--- config.mk ---
export PLATFORM = sky130hd
export DESIGN_NAME = clip_recorder_ctrl
export DESIGN_NICKNAME = d
export VERILOG_FILES = /design/src/rtl/clip_recorder_ctrl.sv
export SDC_FILE = /design/constraint.sdc
export NUM_CORES = 1
export LEC_CHECK = 0
export BUFFER_PORTS_ARGS = -buffer_cell sky130_fd_sc_hd__buf_2
export CAP_MARGIN = 20
export CORE_MARGIN = 1.5
export CORE_UTILIZATION = 45
export DETAILED_ROUTE_END_ITERATION = 10
export HOLD_SLACK_MARGIN = 0.12
export SYNTH_ARGS = -nofsm -noshare
export SYNTH_HDL_FRONTEND = slang
export SYNTH_SLANG_ARGS = --single-unit
--- constraint.sdc ---
create_clock -name clock -period 5.4 [get_ports clock]
set_input_delay 0.27 -clock clock [delete_from_list [all_inputs] [get_ports clock]]
set_output_delay 0.27 -clock clock [all_outputs]
set_load 0.02 [all_outputs]
--- src/rtl/clip_recorder_ctrl.sv ---
// clip_recorder_ctrl
// Record/playback sequencer for the audio clip recorder. The shared sample
// memory is split into NUM_CLIPS fixed regions of CLIP_WORDS samples each.
// A pass (record or play) runs against one region, advancing on sampleTick,
// and ends either at the region/clip boundary or on a stop press. The number
// of samples captured by the last completed record pass is kept per clip and
// bounds later playback of that clip.

module clip_recorder_ctrl #(
  parameter int NUM_CLIPS  = 2,
  parameter int CLIP_WORDS = 65536,
  parameter int ADDR_W     = 17,
  parameter int CLIP_W     = $clog2(NUM_CLIPS),
  parameter int LEN_W      = $clog2(CLIP_WORDS + 1)
) (
  input  logic                 clock,
  input  logic                 ResetB,
  input  logic [CLIP_W-1:0]    clipSel,
  input  logic                 playButton,
  input  logic                 recordButton,
  input  logic                 stopButton,
  input  logic                 loopMode,
  input  logic                 sampleTick,
  output logic                 memEn,
  output logic                 memWen,
  output logic [ADDR_W-1:0]    memAddr,
  output logic                 enableDes,
  output logic                 enableS,
  output logic [CLIP_W-1:0]    activeClip,
  output logic                 busy,
  output logic                 done,
  output logic [NUM_CLIPS-1:0] clipValid
);

  // Pass sequencing states. FINISH is a single-cycle state that carries the
  // done pulse and guarantees one idle cycle between passes.
  typedef enum logic [1:0] {
    ST_STANDBY = 2'd0,
    ST_RECORD  = 2'd1,
    ST_PLAY    = 2'd2,
    ST_FINISH  = 2'd3
  } state_e;

  // Offset of the final slot of a region, and the length of a full region.
  localparam logic [LEN_W-1:0] LAST_SLOT = LEN_W'(CLIP_WORDS - 1);
  localparam logic [LEN_W-1:0] FULL_LEN  = LEN_W'(CLIP_WORDS);

  state_e              state_q, state_d;
  logic [LEN_W-1:0]    offset_q, offset_d;
  logic [CLIP_W-1:0]   active_clip_q, active_clip_d;
  logic [LEN_W-1:0]    len_q [NUM_CLIPS];
  logic [LEN_W-1:0]    len_d [NUM_CLIPS];

  logic                play_prev_q, rec_prev_q, stop_prev_q;
  logic                play_edge, rec_edge, stop_edge;

  logic [LEN_W-1:0]    cur_len;
  logic [LEN_W-1:0]    offset_inc;
  logic                len_wr_en;
  logic [LEN_W-1:0]    len_wr_val;
  logic [ADDR_W-1:0]   pass_addr;

  // Rising-edge detection on the three buttons; levels held high act once.
  assign play_edge = playButton   & ~play_prev_q;
  assign rec_edge  = recordButton & ~rec_prev_q;
  assign stop_edge = stopButton   & ~stop_prev_q;

  assign offset_inc = offset_q + LEN_W'(1);

  // Region base plus offset; the offset never exceeds CLIP_WORDS-1, so the
  // sum stays inside the selected region.
  assign pass_addr = (ADDR_W'(active_clip_q) * ADDR_W'(CLIP_WORDS))
                   + ADDR_W'(offset_q);

  // Recorded length of the clip latched for the current pass. Compared by
  // index so a clipSel value beyond NUM_CLIPS-1 reads as an empty clip.
  always_comb begin
    cur_len = '0;
    for (int i = 0; i < NUM_CLIPS; i++) begin
      if (active_clip_q == CLIP_W'(i)) cur_len = len_q[i];
    end
  end

  // Next-state logic for the pass FSM, the sample offset and clip lengths.
  always_comb begin
    // NOTE: every variable gets a default first so no path through the case leaves it unassigned, which would infer a latch.
    state_d       = state_q;
    offset_d      = offset_q;
    active_clip_d = active_clip_q;
    len_wr_en     = 1'b0;
    len_wr_val    = '0;

    case (state_q)
      ST_STANDBY: begin
        // Play wins over record; stop has nothing to stop here.
        if (play_edge) begin
          active_clip_d = clipSel;
          offset_d      = '0;
          state_d       = ST_PLAY;
        end else if (rec_edge) begin
          active_clip_d = clipSel;
          offset_d      = '0;
          state_d       = ST_RECORD;
        end
      end

      ST_RECORD: begin
        if (stop_edge) begin
          // A tick in the same cycle is written, so it is counted.
          len_wr_en  = 1'b1;
          len_wr_val = offset_q + LEN_W'(sampleTick);
          state_d    = ST_FINISH;
        end else if (sampleTick) begin
          if (offset_q == LAST_SLOT) begin
            len_wr_en  = 1'b1;
            len_wr_val = FULL_LEN;
            state_d    = ST_FINISH;
          end else begin
            offset_d = offset_inc;
          end
        end
      end

      ST_PLAY: begin
        if (stop_edge) begin
          state_d = ST_FINISH;
        end else if (cur_len == '0) begin
          // Nothing recorded: end the pass without consuming any tick.
          state_d = ST_FINISH;
        end else if (sampleTick) begin
          if (offset_inc == cur_len) begin
            if (loopMode) offset_d = '0;
            else          state_d  = ST_FINISH;
          end else begin
            offset_d = offset_inc;
          end
        end
      end

      ST_FINISH: begin
        state_d = ST_STANDBY;
      end

      default: begin
        state_d = ST_STANDBY;
      end
    endcase

    // Only the clip of the finishing record pass is updated.
    for (int i = 0; i < NUM_CLIPS; i++) begin
      len_d[i] = len_q[i];
      if (len_wr_en && (active_clip_q == CLIP_W'(i))) len_d[i] = len_wr_val;
    end
  end

  // State, offset, active clip and button history registers.
  always_ff @(posedge clock or negedge ResetB) begin
    if (!ResetB) begin
      state_q       <= ST_STANDBY;
      offset_q      <= '0;
      active_clip_q <= '0;
      play_prev_q   <= 1'b0;
      rec_prev_q    <= 1'b0;
      stop_prev_q   <= 1'b0;
    end else begin
      // NOTE: non-blocking assignments so every register samples pre-edge values regardless of statement order.
      state_q       <= state_d;
      offset_q      <= offset_d;
      active_clip_q <= active_clip_d;
      play_prev_q   <= playButton;
      rec_prev_q    <= recordButton;
      stop_prev_q   <= stopButton;
    end
  end

  // Per-clip recorded lengths.
  always_ff @(posedge clock or negedge ResetB) begin
    if (!ResetB) begin
      // NOTE: this small array is cleared on reset on purpose: a reset must leave every clip empty, including one mid-record.
      for (int i = 0; i < NUM_CLIPS; i++) len_q[i] <= '0;
    end else begin
      for (int i = 0; i < NUM_CLIPS; i++) len_q[i] <= len_d[i];
    end
  end

  // Output decode from the registered state. The write strobe follows the
  // sample tick so the sample lands at the offset held during its cycle.
  always_comb begin
    memEn     = 1'b0;
    memWen    = 1'b0;
    memAddr   = '0;
    enableDes = 1'b0;
    enableS   = 1'b0;
    busy      = 1'b0;
    done      = 1'b0;
    case (state_q)
      ST_RECORD: begin
        memEn     = 1'b1;
        memWen    = sampleTick;
        memAddr   = pass_addr;
        enableDes = 1'b1;
        busy      = 1'b1;
      end
      ST_PLAY: begin
        memEn   = 1'b1;
        memAddr = pass_addr;
        enableS = 1'b1;
        busy    = 1'b1;
      end
      ST_FINISH: begin
        done = 1'b1;
      end
      default: begin
        memEn = 1'b0;
      end
    endcase
  end

  assign activeClip = active_clip_q;

  // A clip is valid once it holds at least one recorded sample.
  always_comb begin
    clipValid = '0;
    for (int i = 0; i < NUM_CLIPS; i++) clipValid[i] = (len_q[i] != '0);
  end

endmodule

==> flow_summary.rst <==
.. list-table::
   :header-rows: 1

   * - Metric
     - Value
   * - Outcome
     - finished clean
   * - Total Routing Usage GR
     - between 20% and 30%
   * - Startpoint of the most critical setup path
     - offset_q[1]$_DFFE_PN0P_
   * - Clock sink count
     - 57
   * - Number of antenna violations at the first check in global routing
     - 0
   * - EDFF count, synth
     - 0
   * - TritonCTS Buffers
     - 9
   * - Setup repair bufs after CTS
     - 0
   * - Fraction of layout instances using a drive strength above 1
     - 15.1%
   * - Crit path max fanout
     - 13
   * - Routed wire per std cell
     - 18.4 um
   * - Clk_lat worst skew
     - approximately 360 ps
   * - R2R cell count
     - 12
   * - Leftover overflow at the end of global routing
     - 0
   * - Number of buffers on the longest clock path
     - 2
   * - Yosys warning count
     - 0
   * - Final net count
     - roughly 460
   * - Remaining antenna violation count after routing
     - 0
   * - Post-synthesis instance area
     - 3760 um2
   * - Level count of the clock H-tree
     - 3
   * - Post-detailed-routing wire length
     - slightly above 10 mm
   * - Critical path required time
     - 5640 ps
   * - Commonest cells after routing, fill and taps aside
     - sky130_fd_sc_hd__dfrtp_1 (57), sky130_fd_sc_hd__nand2_1 (53), sky130_fd_sc_hd__buf_2 (33)
   * - Share of flip-flops with an asynchronous set or reset
     - 100%
   * - Count of input and output buffers
     - 33
   * - Initial Utilization
     - 46.0%
   * - Global-route wire length before repair
     - roughly 16 mm
   * - First DRT Iteration DRCs
     - about 300
   * - Final clock skew
     - 7.33 ps
   * - Post-synthesis sequential area ratio
     - a little under two fifths
   * - Post-route fraction of the period consumed by the critical path
     - between 70 and 80%
   * - Final HPWL DP
     - 7.27 mm
   * - Final critical delay including setup and external delays
     - between 4000 and 5000 ps
   * - Top achievable clock speed
     - between 200 and 250 MHz
   * - Height of the die
     - ~94 um
   * - Launching element type of the critical path
     - register
   * - Vias in the first global route
     - ~3000
   * - Termination of the worst setup path
     - offset_q[11]$_DFFE_PN0P_
   * - Unrepaired setup endpoints after global routing
     - no
   * - Master cell of the clock root buffer
     - sky130_fd_sc_hd__clkbuf_8
   * - Full die area
     - 8920 um2
   * - Synthesized flop and latch total
     - 57
   * - Most common cell after layout, fill and taps aside
     - sky130_fd_sc_hd__dfrtp_1
   * - Number of inserted diodes
     - 0
   * - Final Hold Fails
     - 0
   * - Synthesized netlist cell count
     - between 400 and 500
   * - Count of pins on the block boundary
     - 34
   * - Clock-pin slew on the worst setup and hold paths
     - ~70 ps
   * - Class of the tightest hold or removal check
     - input pin to register
   * - Critical path arrival
     - between 4000 and 5000 ps
   * - Yosys cell types
     - 53
   * - Worst-case headroom to the max-slew limit
     - between 30% and 40%
   * - Critical register-to-register path endpoint
     - offset_q[11]$_DFFE_PN0P_
   * - Lkg Pwr
     - roughly 1.9 nW
   * - Power density over the cells
     - between 400 and 500 nW/um2
   * - Synthesis-to-finish area growth
     - 10.2%
   * - Filler cell count in the final layout
     - 798
   * - Final GP Congestion
     - a little over 0.9
   * - Remaining DRCs
     - 0
   * - Largest net degree at the start of global routing
     - between 50 and 60
   * - Reg2Reg Setup Slack
     - 1300 ps
   * - Worst Path Class, Setup
     - register to register
   * - Max Cap Viol
     - 0
   * - Core area
     - slightly above 8000 um2
   * - CTS tree
     - done
   * - Hold slack final
     - between 100 and 150 ps
   * - Setup total negative slack
     - 0 ps
   * - Final setup violation count
     - 0
   * - Synthesized area per cell
     - ~8.9 um2
   * - Via density per instance
     - just under 6
   * - IR Drop Worst-Case VDD
     - around 370 uV
   * - Prevailing post-synth register cell
     - sky130_fd_sc_hd__dfrtp_1
   * - Number of pins with negative max-slew slack in the final report
     - 0
   * - Origin of the critical flop-to-flop path
     - offset_q[1]$_DFFE_PN0P_
   * - Die W
     - roughly 94 um
   * - Count of TritonRoute iterations in the first routing pass
     - 6
   * - Kind of end point of the critical path
     - register
   * - Number of standard-cell rows in the floorplan
     - 33
   * - Count of vias placed by the detailed router
     - roughly 3200
   * - Transition time at the pin with the least slew margin
     - between 900 and 1000 ps
   * - Post-Synthesis Net Count
     - 437
sequential cells by signal, indices dropped and copies added (netlist names):
| signal | count |
|---|---|
| len_q | 34 |
| offset_q | 17 |
| state_q | 2 |
| activeClip | 1 |
| play_prev_q | 1 |
| rec_prev_q | 1 |
| stop_prev_q | 1 |
metal layers:
| layer | GRT usage [%] | vias to the layer above | wire length (um) |
|---|---|---|---|
| li1 | - | 1531 | - |
| met5 | 0 | - | 0 |
| met2 | 39.0 | 107 | 4810 |
| met1 | 33.8 | 1537 | 4560 |
| met4 | 10.4 | 0 | 274 |
| met3 | 4.27 | 26 | 462 |
report_power, final:
group / switching, mW / internal [mW] / total (mW)
clock: 0.200 / 0.179 / 0.379
combinational: 0.500 / 0.257 / 0.758
sequential: 0.0626 / 0.469 / 0.532
total: 0.763 / 0.906 / 1.67
per-stage QoR:
step	power, mW	setup slack (ps)	std cells	utilization, %	cell area (um2)
final	1.67	1300	550	50.7	4150
after detailed placement	1.29	1400	530	48.0	3930
after global placement	1.28	1530	530	48.0	3930
after global routing	1.77	892	550	50.7	4150
after floorplan	1.11	1980	421	-	3760
after CTS	1.67	1340	550	50.7	4150
worst max-delay path: stages (launching register included):
cell and delay [ps]:
sky130_fd_sc_hd__dfrtp_1 510, sky130_fd_sc_hd__ha_1 310, sky130_fd_sc_hd__nand3_1 290, sky130_fd_sc_hd__or2_0 420, sky130_fd_sc_hd__nor3_1 220, sky130_fd_sc_hd__ha_1 290
sky130_fd_sc_hd__xnor2_1 170, sky130_fd_sc_hd__nand4_1 110, sky130_fd_sc_hd__nor2_1 90, sky130_fd_sc_hd__nand4_1 280, sky130_fd_sc_hd__o41ai_4 660, sky130_fd_sc_hd__a21oi_2 260
sky130_fd_sc_hd__a221o_1 360
Yosys cell counts, drive strengths merged (2+ instances only):
cell type	number	area, um2
nor3b	5	37.5
clkbuf	19	71.3
dfrtp	57	1430
and3	9	56.3
nand2b	3	18.8
a32o	4	40.0
a221o	9	90.1
buf	12	76.3
nor2b	4	25.0
and2	16	100
o21ai	27	135
or2	5	33.8
nor4	10	68.8
ha	8	100
a21oi	5	28.8
nor3	11	55.1
a31o	2	17.5
nand3	13	65.1
o31ai	9	81.3
and4b	2	20.0
nor2	32	120
xnor2	22	193
nand2	53	199
a22o	4	35.0
inv	13	48.8
o221ai	2	17.5
mux2i	18	180
mux2	9	105
nand4	12	75.1
xor2	13	114
area by class of cell:
cell class,instances,area [um2],share of cell area (%)
Clock buffer,10,138,3.32
Tap cell,105,131,3.17
Inverter,13,48.8,1.18
Clock inverter,6,42.5,1.03
Sequential cell,57,1430,34.4
Multi-Input combinational cell,320,2140,51.6
Timing Repair Buffer,39,220,5.31
kinds of logic (layout without fill, tap and decap cells):
| group | after synthesis | in the layout | synth area share, % |
|---|---|---|---|
| simple gates | 178 | 178 | 23.8 |
| compound gates | 72 | 72 | 14.6 |
| flops | 57 | 57 | 37.9 |
| buf+inv | 44 | 68 | 5.22 |
| xor+xnor | 35 | 35 | 8.15 |
| mux | 27 | 27 | 7.58 |
| fa+ha+maj | 8 | 8 | 2.66 |
repair_timing:
| action | CTS | global route |
|---|---|---|
| gates resized for setup | 0 | 0 |
| endpoints found under the setup margin | 0 | 0 |
| hold endpoints to repair | 60 | 0 |
| hold buffers | 4 | 0 |
how the worst min path moves through the flow:
stage	endpoint	depth (start not counted)	from
6_report	activeClip$_DFFE_PN0P_	2	clipSel
5_1_grt	activeClip$_DFFE_PN0P_	2	clipSel
4_1_cts	activeClip$_DFFE_PN0P_	2	clipSel
3_5_place_dp	play_prev_q$_DFF_PN0_	1	playButton
3_3_place_gp	play_prev_q$_DFF_PN0_	1	playButton
2_1_floorplan	activeClip$_DFFE_PN0P_	0	ResetB
Note: power is estimated with default switching activity, not from simulation.
